==> config.mk <==
export PLATFORM = sky130hd
export DESIGN_NAME = tl_lane_queue
export DESIGN_NICKNAME = d
export VERILOG_FILES = /design/src/rtl/tl_intersection_model_lane.sv
export SDC_FILE = /design/constraint.sdc
export NUM_CORES = 1
export LEC_CHECK = 0
export BUFFER_PORTS_ARGS = -buffer_cell sky130_fd_sc_hd__buf_2
export CORE_MARGIN = 1
export CORE_UTILIZATION = 51
export DETAILED_ROUTE_END_ITERATION = 8
export PLACE_DENSITY = 0.83
export SLEW_MARGIN = 20
export SYNTH_ARGS = -nofsm -noshare
export SYNTH_HDL_FRONTEND = slang
export SYNTH_SLANG_ARGS = --single-unit
==> constraint.sdc <==
create_clock -name clk -period 2.85 [get_ports clk]
set_clock_uncertainty 0.1 [all_clocks]
set_input_delay 0.285 -clock clk [delete_from_list [all_inputs] [get_ports clk]]
set_output_delay 0.285 -clock clk [all_outputs]
set_load 0.005 [all_outputs]
==> src/rtl/tl_intersection_model_lane.sv <==
// ---------------------------------------------------------------------------
// tl_lane_queue
// One street of the intersection: a car queue fed by arrival pulses and
// drained by one car every DEPART_CYCLES consecutive green cycles, plus a
// wrapping departed-car counter and a sticky overflow flag.
//
// Parameters:
//   QW             queue counter width (capacity 2^QW-1)
//   DEPART_CYCLES  green cycles needed per departing car (>= 1)
//   CW             departed-car counter width
//
// Ports:
//   clk    system clock, rising edge
//   reset  synchronous active-high reset
//   green  light for this street is green this cycle
//   arr    one car arrives this cycle
//   q      cars waiting (registered)
//   dep    cars departed, wraps modulo 2^CW (registered)
//   ovf    sticky: an arrival was dropped at full queue
// ---------------------------------------------------------------------------
module tl_lane_queue #(
    parameter int QW            = 4,
    parameter int DEPART_CYCLES = 3,
    parameter int CW            = 8
) (
    input  logic          clk,
    input  logic          reset,
    input  logic          green,
    input  logic          arr,
    output logic [QW-1:0] q,
    output logic [CW-1:0] dep,
    output logic          ovf
);

    // A single-cycle departure period still needs a 1-bit timer to keep
    // the port widths legal; it simply stays at 0.
    localparam int TW = (DEPART_CYCLES > 1) ? $clog2(DEPART_CYCLES) : 1;

    localparam logic [TW-1:0] T_LAST = TW'(DEPART_CYCLES - 1);
    localparam logic [TW-1:0] T_ONE  = TW'(1);
    localparam logic [QW-1:0] Q_FULL = '1;
    localparam logic [QW-1:0] Q_ONE  = QW'(1);
    localparam logic [CW-1:0] C_ONE  = CW'(1);

    logic [TW-1:0] t_reg,   t_next;
    logic [QW-1:0] q_reg,   q_next;
    logic [CW-1:0] dep_reg, dep_next;
    logic          ovf_reg, ovf_next;

    logic active;
    logic fire;

    always_ff @(posedge clk) begin
        if (reset) begin
            t_reg   <= '0;
            q_reg   <= '0;
            dep_reg <= '0;
            ovf_reg <= 1'b0;
        end else begin
            t_reg   <= t_next;
            q_reg   <= q_next;
            dep_reg <= dep_next;
            ovf_reg <= ovf_next;
        end
    end

    always_comb begin
        t_next   = t_reg;
        q_next   = q_reg;
        dep_next = dep_reg;
        ovf_next = ovf_reg;

        // The timer only runs while there is a car to move; an empty queue
        // or any non-green cycle throws away partial progress.
        active = green && (q_reg != '0);
        fire   = active && (t_reg == T_LAST);

        if (!active || fire) begin
            t_next = '0;
        end else begin
            t_next = t_reg + T_ONE;
        end

        // Arrival and departure in the same cycle cancel, which is also
        // how a full queue accepts a car without flagging overflow.
        unique case ({arr, fire})
            2'b10: begin
                if (q_reg == Q_FULL) begin
                    ovf_next = 1'b1;
                end else begin
                    q_next = q_reg + Q_ONE;
                end
            end
            2'b01:   q_next = q_reg - Q_ONE;
            default: q_next = q_reg;
        endcase

        if (fire) begin
            dep_next = dep_reg + C_ONE;
        end
    end

    assign q   = q_reg;
    assign dep = dep_reg;
    assign ovf = ovf_reg;

endmodule : tl_lane_queue

* Word-level counts from Yosys, hierarchy flattened *
Index checks and enable logic that the tools add are counted.

word-level totals
  bits in registers = 15
  input bits = 4
  logic and storage cells = 24
  output and inout bits = 13

operators by class
  mux-type cells = 2
  $add $sub $neg = 4
  reductions and logical operators = 9
  equality and inequality tests = 5

operators by type and width
  cell                 number
  $add 8x1->8 const B  1
  $pmux 4 s2           1
  $add 4x1->4 const B  1
  $eq 2x2->1 const B   2
  $eq 4x4->1 const B   1
  $mux 4               1
  $reduce_and 2->1     2
  $reduce_bool 4->1    1
  $sub 4x1->4 const B  1
  $add 2x1->2 const B  1
  $eq 2x1->1 const B   1
  $logic_and 1x1->1    2
  $ne 2x2->1 const B   1
  $reduce_bool 2->1    1
  $reduce_or 2->1      1
  $logic_not 1->1      1
  $logic_or 1x1->1     1

* Longest topological paths before layout *
  depth in word-level cells = 6
  depth in mapped cells = 10

* Worst setup path before layout *
No wires, ideal clock.

  path type = register -> register
  from = register q_reg[1], in the netlist q[1]
  to = register q_reg[2], in the netlist q[2]
  buffers on the path = 1
  stages on the path, launching flop included = 10
  library setup time = 0.123 ns
  data arrival time = 2.215 ns
  setup slack = 0.412 ns
  cells stage by stage = dfxtp_1 -> buf_6 -> nor4_4 -> nor3_1 -> xor2_1 -> ha_1 -> or3_2 -> nor3_1 -> a31oi_1 -> mux2_1

between the ends
  cells in the longest elaborated chain, start to end = 6
  elaborated cells between the ends (all ways) = 13

RTL lines
  item                                                                 RTL line  source
  start, declared                                                      46        logic [QW-1:0] q_reg, q_next;
  start signal, assigned                                               61        q_reg <= q_next;
  parallel branches: the longest is 6 deep, another holds $add 4x1->4  --

Parallel ways; which one is timed is not known. The select of a mux whose other input is x is not followed.
A chain may end at the register's enable or synchronous reset.

* Worst setup path after layout *
  from = register q_reg[0], in the netlist q[0]
  to = register q_reg[2], in the netlist q[2]

The elaborated chain is that of the path after synthesis.

==> summary.md <==
| Metric | Value |
|---|---|
| Via-to-Cell Ratio | ~5.6 |
| Global route hottest layer | met2 |
| Syn. warnings | 0 |
| CTS Buffer Depth | 2 |
| Critical path type | reg -> reg |
| Distinct cell type count after synthesis | 33 |
| Post-layout util | between 60% and 70% |
| Syn Nets | 90 |
| RSZ-0062 raised after global routing | false |
| Clock latency on the worst-skew pair | ~0.28 ns |
| Final wirelength | approximately 1400 um |
| Fraction of power consumed by sequential logic | around 58% |
| Startpoint types | flop |
| Gate Count Post-Synth | 83 |
| Clock Power Share | a little under a third |
| Combinational share of power | 10.5% |
| Core area | roughly 0.0014 mm2 |
| Root Driver | clkbuf_4 |
| Post-route antenna net violation count | 0 |
| Sequential area share after synthesis | about two fifths |
| Slew @ Worst Pin | about 0.47 ns |
| H-tree depth | 1 |
| Die Ht | 40.8 um |
| GRT Total Usage | 19.1% |
| Met2 GRT Util | between 20 and 30% |
| Crit Path Max Fanout | 9 |
| Post-CTS setup repair buffer count | 0 |
| CTS resizes | 0 |
| Drt first-iter violations | 18 |
| Port-buffer cells | 16 |
| Effective utilization at floorplan | a little under three fifths |
| Post-detail-place hpwl | 1010 um |
| Setup Viol. Count Final | 0 |
| Final number of hold-violating endpoints | 0 |
| Status | complete, no violations |
| Shortest period the worst path allows | ~2.6 ns |
| Syn-to-layout area delta | 14.5% |
| Nets | between 100 and 150 |
| Peak VDD IR | approximately 350 uV |
| Routability cong. | about 0.7 |
| Initial antenna violation count | 0 |
| Worst slew margin | between 60 and 70% |
| Synthesized area | slightly below 800 um2 |
| Chip width | around 41 um |
| DRC | 0 |
| Fmax | 385 MHz |
| Fillers | roughly 120 |
| Worst Hold Class | in -> reg |
| Die footprint | between 0.0015 and 0.002 mm2 |
| Final Cycle Share | 91.0% |
| GR Util met1 | 25.4% |
| Crit. End Element | flop |
| R2r endpoint | q[2]$_SDFFE_PP0P_ |
| Initial DRT Pass Iterations | 5 |
| # rows | 13 |
| Required time of the critical path | a little under 3 ns |
| Setup TNS | 0 ns |
| Layout cells sized above 1 | between 20% and 30% |
| DR WL/cell | 11.7 um |
| CP endpoint | q[2]$_SDFFE_PP0P_ |
| Vias | around 640 |
| CTS Buf Count | 3 |
| Max cap viols | 0 |
| Met3 usage | under 10% |
| Number of hold buffers added after cts | 0 |
| Static Leak | approximately 0.00037 uW |
| Ports | 17 |
| Syn_area_per_cell | 9.26 um2 |
| Sink Count | 15 |
| Slew Viols, Final | 0 |
| Switching Power | 97.2 uW |
| Design Power | roughly 380 uW |
| Worst Setup SP | q[0]$_SDFFE_PP0P_ |
| Crit path DAT | 2.67 ns |
| Int Pwr | 285 uW |
| Ant. Diodes | 0 |
| Seq cells post-synth | 15 |
| Switch share | about 25% |
| Internal reg-to-reg setup slack | about 0.26 ns |
| R2r startpoint | q[0]$_SDFFE_PP0P_ |
| Reg2Reg Depth | 8 |
| Largest net degree at the start of global routing | 18 |
| Grt ovf | 0 |
| Vias in the first global route | about 460 |
| Reg clk slew, reported paths | roughly 0.090 ns |
| Max FFs per register | 8 |
| PwrDens | between 400 and 500 mW/mm2 |
| First-pass GRT wire length | between 2000 and 2500 um |
| CTS tree | yes |
## cells by family after synthesis
logic type,synth area share [%]
compound gates,5.21
xor+xnor,7.98
fa+ha+maj,4.89
buf+inv,3.91
flops,39.1
mux,5.54
simple gates,33.4
## worst max-delay path, stage by stage (launching register included)
cell and delay, ns:
dfxtp_1 0.40, nor4_4 0.52, nor3_1 0.15, xor2_1 0.17, ha_1 0.20, or3_2 0.41
nor3_1 0.15, a31oi_1 0.07, mux2_1 0.32
## cell type report
class	count	area (um2)	area share [%]
multi-input cells	62	438	49.8
flip-flops and latches	15	300	34.1
repair buffers	17	87.6	9.96
clock buffers	3	22.5	2.56
well taps	15	18.8	2.13
inverters	2	7.51	0.853
clock inverters	1	5.00	0.569
## cell usage after synthesis, drive strengths merged
library cell / count / share of area [%]
nand2: 2 / 0.98
nor4: 2 / 3.6
a41oi: 1 / 1.1
ha: 3 / 4.9
nor4b: 2 / 2.3
nor3: 5 / 3.3
a31oi: 2 / 1.6
nand3: 5 / 4.9
nand2b: 1 / 0.81
or4: 2 / 2.6
mux2i: 2 / 2.6
or2b: 1 / 0.98
xnor2: 6 / 6.8
clkbuf: 2 / 0.98
buf: 2 / 2.0
xor2: 1 / 1.1
inv: 2 / 0.98
nor2: 13 / 6.4
nor3b: 1 / 0.98
and2: 1 / 0.81
nor2b: 2 / 1.6
dfxtp: 15 / 39
mux2: 2 / 2.9
nand4: 3 / 2.4
a21oi: 3 / 2.4
or3: 2 / 1.8
## routing by layer
layer	part of all wire, %	vias to the layer above	routed length (um)
met2	46	16	622
li1	-	329	-
met1	50	294	670
met4	0.59	0	8
met3	3.6	2	49
met5	0	-	0
## placed cells by master, fill, tap and decap left out, types with 2 or more instances in the layout
master	synthesis	layout
a21oi_1	2	2
a31oi_1	2	2
buf_2	0	16
clkbuf_4	0	3
dfxtp_1	15	15
ha_1	3	3
inv_1	2	2
mux2i_1	2	2
nand2_1	2	2
nand3_1	4	4
nand4_1	3	3
nor2_1	13	13
nor2b_1	2	2
nor3_1	5	5
nor4b_1	2	2
xnor2_1	6	6
## power groups by stage
stage | sequential, uW | combinational (uW) | clock, uW
6_report | 221 | 40.3 | 121
5_1_grt | 222 | 44.3 | 134
4_1_cts | 221 | 40.2 | 124
3_5_place_dp | 226 | 39.9 | 0
3_3_place_gp | 225 | 39.8 | 0
2_1_floorplan | 223 | 34.5 | 0
## worst min path at each step
stage,from,endpoint,slack [ns],cells past startpoint
after floorplan,t_reg[0]$_SDFF_PP0_,t_reg[0]$_SDFF_PP0_,0.29,1
after global placement,t_reg[0]$_SDFF_PP0_,t_reg[0]$_SDFF_PP0_,0.30,1
after detailed placement,t_reg[0]$_SDFF_PP0_,t_reg[0]$_SDFF_PP0_,0.31,1
after CTS,green,t_reg[0]$_SDFF_PP0_,0.20,3
after global routing,green,t_reg[1]$_SDFF_PP0_,0.20,3
final,green,t_reg[1]$_SDFF_PP0_,0.20,3
## metrics by stage
stage	cells	worst slack [ns]	area, um2	hold slack, ns
finish	115	0.255	880	0.195
detailed placement	111	0.292	852	0.306
floorplan	83	0.412	768	0.292
global route	115	0.127	880	0.201
CTS	115	0.276	880	0.196
global placement	111	0.363	852	0.302
No activity file was read; power rests on OpenSTA's default activity.
